===== src/rtl/carry_look_ahead_adder.sv =====
// Two-level carry-lookahead adder with registered {Carry, Sum}.
// Define CLA_INPUT_REG_EN to register A/B/Cin as well, for a latency of 2.
module carry_look_ahead_adder #(
  parameter int WIDTH = 4
) (
  input  logic             clk,
  input  logic             rst,
  input  logic [WIDTH-1:0] A,
  input  logic [WIDTH-1:0] B,
  input  logic             Cin,
  output logic [WIDTH-1:0] Sum,
  output logic             Carry
);

  localparam int NG = WIDTH / 4;

  if ((WIDTH % 4) != 0 || WIDTH < 4 || WIDTH > 64) begin : g_bad_width
    $error("carry_look_ahead_adder: WIDTH must be a multiple of 4 in 4..64");
  end

  logic [WIDTH-1:0] a_s;
  logic [WIDTH-1:0] b_s;
  logic             cin_s;

`ifdef CLA_INPUT_REG_EN
  logic [WIDTH-1:0] a_q, a_d;
  logic [WIDTH-1:0] b_q, b_d;
  logic             cin_q, cin_d;

  always_comb begin
    a_d   = A;
    b_d   = B;
    cin_d = Cin;
  end

  always_ff @(posedge clk) begin
    if (rst) begin
      a_q   <= '0;
      b_q   <= '0;
      cin_q <= 1'b0;
    end else begin
      a_q   <= a_d;
      b_q   <= b_d;
      cin_q <= cin_d;
    end
  end

  assign a_s   = a_q;
  assign b_s   = b_q;
  assign cin_s = cin_q;
`else
  assign a_s   = A;
  assign b_s   = B;
  assign cin_s = Cin;
`endif

  logic [WIDTH-1:0] p;
  logic [WIDTH-1:0] g;
  logic [WIDTH:0]   c;
  logic [NG-1:0]    pg;
  logic [NG-1:0]    gg;
  logic [NG:0]      gc;

  assign p = a_s ^ b_s;
  assign g = a_s & b_s;

  for (genvar k = 0; k < NG; k++) begin : g_grp
    logic [3:0] gp;
    logic [3:0] gn;
    logic       ci;

    assign gp = p[4*k +: 4];
    assign gn = g[4*k +: 4];
    assign ci = gc[k];

    // Internal carries are flat SOP terms of the group carry-in.
    assign c[4*k]   = ci;
    assign c[4*k+1] = gn[0]
                    | (gp[0] & ci);
    assign c[4*k+2] = gn[1]
                    | (gp[1] & gn[0])
                    | (gp[1] & gp[0] & ci);
    assign c[4*k+3] = gn[2]
                    | (gp[2] & gn[1])
                    | (gp[2] & gp[1] & gn[0])
                    | (gp[2] & gp[1] & gp[0] & ci);

    assign pg[k] = &gp;
    assign gg[k] = gn[3]
                 | (gp[3] & gn[2])
                 | (gp[3] & gp[2] & gn[1])
                 | (gp[3] & gp[2] & gp[1] & gn[0]);
  end

  assign c[WIDTH] = gc[NG];

  function automatic logic span_and(
    input logic [NG-1:0] v,
    input int            lo,
    input int            hi
  );
    logic r;
    r = 1'b1;
    for (int i = 0; i < NG; i++) begin
      if (i >= lo && i <= hi) r = r & v[i];
    end
    return r;
  endfunction

  // Second level: each group carry-in is a flat SOP of lower PG/GG and Cin.
  always_comb begin
    gc    = '0;
    gc[0] = cin_s;
    for (int k = 1; k <= NG; k++) begin
      gc[k] = cin_s & span_and(pg, 0, k - 1);
      for (int j = 0; j < k; j++) begin
        gc[k] = gc[k] | (gg[j] & span_and(pg, j + 1, k - 1));
      end
    end
  end

  logic [WIDTH-1:0] sum_d, sum_q;
  logic             carry_d, carry_q;

  assign sum_d   = p ^ c[WIDTH-1:0];
  assign carry_d = c[WIDTH];

  always_ff @(posedge clk) begin
    if (rst) begin
      sum_q   <= '0;
      carry_q <= 1'b0;
    end else begin
      sum_q   <= sum_d;
      carry_q <= carry_d;
    end
  end

  assign Sum   = sum_q;
  assign Carry = carry_q;

endmodule


===== config.mk =====
export PLATFORM = sky130hd
export DESIGN_NAME = carry_look_ahead_adder
export DESIGN_NICKNAME = d
export VERILOG_FILES = /design/src/rtl/carry_look_ahead_adder.sv
export SDC_FILE = /design/constraint.sdc
export NUM_CORES = 1
export LEC_CHECK = 0
export CAP_MARGIN = 25
export CORE_AREA = 8 8 45 47
export DETAILED_ROUTE_END_ITERATION = 6
export DIE_AREA = 0 0 53 55
export HOLD_SLACK_MARGIN = 0.06
export SLEW_MARGIN = 5
export SYNTH_ARGS = -nofsm -noshare
export SYNTH_HDL_FRONTEND = slang
export SYNTH_SLANG_ARGS = --single-unit
export TNS_END_PERCENT = 10

===== constraint.sdc =====
create_clock -name clk -period 1.6 [get_ports clk]
set_input_delay 0.32 -clock clk [delete_from_list [all_inputs] [get_ports clk]]
set_output_delay 0.32 -clock clk [all_outputs]
set_load 0.01 [all_outputs]

==> results.txt <==
----------------------------------------------------
[Drt]
  Routed via count ... between 200 and 300
  1st-iter DRT viols ... 0
  Count of TritonRoute iterations in the first routing pass ... 1
  Remaining routing DRC violations ... 0
  Routed length per instance ... 9.046 µm
  Avg Vias per Cell ... around 4.0
  Final Routed Wirelength ... ~600 µm
  Final antenna-violating net count ... 0

[Clock tree]
  Number of H-tree branching levels ... 1
  Hold-fix buffers, CTS ... 0
  TritonCTS clock tree ... yes
  Clock transition at the register clock pins on the worst setup and hold paths after CTS ... 0.04 ns
  Number of buffers on the longest clock path ... 2
  Number of sinks driven by the clock tree ... 5
  Count of instances resized after the clock tree is built ... 0
  Clock root buffer master ... clkbuf_4
  Postcts setup bufs ... 0
  CTS buffer count ... 3

[Placed design]
  Placement Setup Slack ... -0.1344 ns
  Final Wtd Congestion ... 0.6820
  Number of placed instances with taps included ... between 60 and 70
  HPWL reported at the end of detailed placement ... between 500 and 600 µm
  Number of port buffers ... 15

[Final layout]
  Antenna diodes ... 0
  Share of layout cells above drive strength 1 ... 0.1633
  Fillers ... 159
  Layout area overhead ... 73.80%
  Count of non-filler cells in the finished layout ... 65
  Leading cell type in the layout, fill and taps excluded ... clkdlybuf4s50_1
  NumNets Final ... 66
  Most frequent cells in the layout ... clkdlybuf4s50_1, dfxtp_1, inv_1, ha_1, clkbuf_4

[Critical path]
  Worst-path fanout max ... 2
  WP data required ... about 1.8 ns
  Crit path buf inv count ... 1
  Sort of element at the start of the critical path ... primary input
  Series of cell instances along the critical path ... clkdlybuf4s50_1, ha_1, a41o_1, a21oi_2, mux2i_1
  Start point of the critical path ... A[0]
  Crit-path max cell delay ... around 0.43 ns
  Standard cell with the maximum stage delay on the critical path ... clkdlybuf4s50_1
  Arrival time worst endpoint ... ~1.7 ns
  Capturing element type of the critical path ... flip-flop
  Setup Crit Path Kind ... in -> reg
  Cell class contributing the biggest share of worst-path delay ... buffers and inverters

[Timing]
  Setup WS post-layout ... about 0.12 ns
  Setup repair after global routing missed its margin ... no
  Worst max-slew margin expressed relative to the limit ... 0.8579
  Final Slew Violations ... 0
  Slew of the pin with the lowest slew margin ... 0.2115 ns
  Final setup violation count ... 0
  Period minus WS final ... between 1 and 1.5 ns
  Period utilisation layout ... 0.9252
  Hold Fails Final Rpt ... 0
  FMAX ... 675.5 MHz

[Global routing]
  Initial antenna violation count ... 0
  First-pass GRT wire length ... roughly 920 µm
  Tot GR Track Use ... 0.04548
  Pin count of the biggest net entering global routing ... 7
  Vias in the first global route ... 265
  Sum of overflow across all layers after global routing ... 0

[Synth]
  Top cell type's share of synthesized area ... 0.3493
  Net count after synthesis ... 44
  Cells after synthesis ... 28
  Summed instance area of the synthesized netlist ... 286.5 µm²
  Post-synthesis cell type count ... 17
  Flop and latch count out of synthesis ... 5
  Post-synthesis average cell area ... about 10 µm²
  Top post-synthesis cells by area ... dfxtp_1, ha_1, fa_1
  Share of the yosys chip area belonging to registers ... 0.3493
  Warnings, synthesis ... 0
  Leading area contributor after synthesis ... dfxtp_1

[Min path]
  Kind of path behind the tightest hold check ... in -> reg
  Startpoint of the most critical hold path ... rst

[Floorplanning]
  Die Outline Area ... ~3000 µm²
  Placeable core region ... 1384 µm²
  Starting utilization of the core area ... 0.2071
  I/O pin count ... 16
  X dimension of the die ... about 53 µm
  Die boundary height ... 55 µm
  Cell Rows ... 14

[Outcome]
  Status ... completed

[Pwr]
  Leakage power of the design ... around 0.23 nW
  Power density over the cells ... 819.1 nW/µm²
  Largest voltage drop on the vdd net ... about 0.21 mV

[Run]
  Max-cap violations ... 0

----------------------------------------------------
[flip-flops by register name, summed over array words and instances (netlist names)]
| signal | count |
|---|---|
| Carry | 1 |
| Sum | 4 |
[synth_stat cells]
master / number
o21ai_1: 1
a21oi_2: 1
nor2_1: 2
or2b_1: 1
nor3_1: 1
and3_1: 1
a21o_1: 1
fa_1: 1
xor2_1: 1
a41o_1: 1
o22ai_1: 1
mux2i_1: 1
inv_1: 4
nor3b_2: 1
or2_2: 1
ha_1: 4
dfxtp_1: 5
[stage by stage]
step	setup TNS, ns	power (W)	utilization	hold slack [ns]	area (µm²)
CTS	0	0.0004167	0.3599	0.7543	498.0
global placement	-0.3086	0.0002670	0.3409	0.9950	471.7
finish	0	0.0004079	0.3599	0.7486	498.0
detailed placement	-0.3323	0.0002690	0.3409	0.9941	471.7
global route	0	0.0004329	0.3599	0.7693	498.0
floorplan	0	0.0001995	-	0.3895	286.5
[power breakdown]
group | switching [W] | internal [W]
combinational | 0.0000459 | 0.0000768
clock | 0.0000490 | 0.0000941
sequential | 0.00000289 | 0.000139
total | 0.0000978 | 0.000310
[final timing paths]
path | cells past startpoint | slack, ns | endpoint
setup / recovery | 5 | 0.12 | Sum[3]
hold / removal | 2 | 0.75 | Sum[0]
[cell families after synthesis]
| logic type | share of synthesized area |
|---|---|
| AND/OR/NAND/NOR | 0.1572 |
| multiplexers | 0.03494 |
| AO/OA/AOI/OAI | 0.1310 |
| adder cells (fa/ha/maj) | 0.2446 |
| XOR/XNOR | 0.03057 |
| buffers and inverters | 0.05239 |
| flip-flops | 0.3494 |
[layout make-up]
class                           count  area [µm²]  area share
Multi-Input combinational cell     19       171.4      0.3442
Timing Repair Buffer               17       165.2      0.3317
Sequential cell                     5       100.1      0.2010
Clock buffer                        4       26.28     0.05276
Tap cell                           16       20.02     0.04020
Inverter                            4       15.01     0.03015
[layer usage]
metal	part of all wire	track usage	routed length, µm
met4	0.010	0.06466	6
met3	0.14	0.01872	82
met5	0	0	0
met2	0.47	0.07227	278
met1	0.37	0.03675	220
Note: power is estimated with default switching activity, not from simulation.
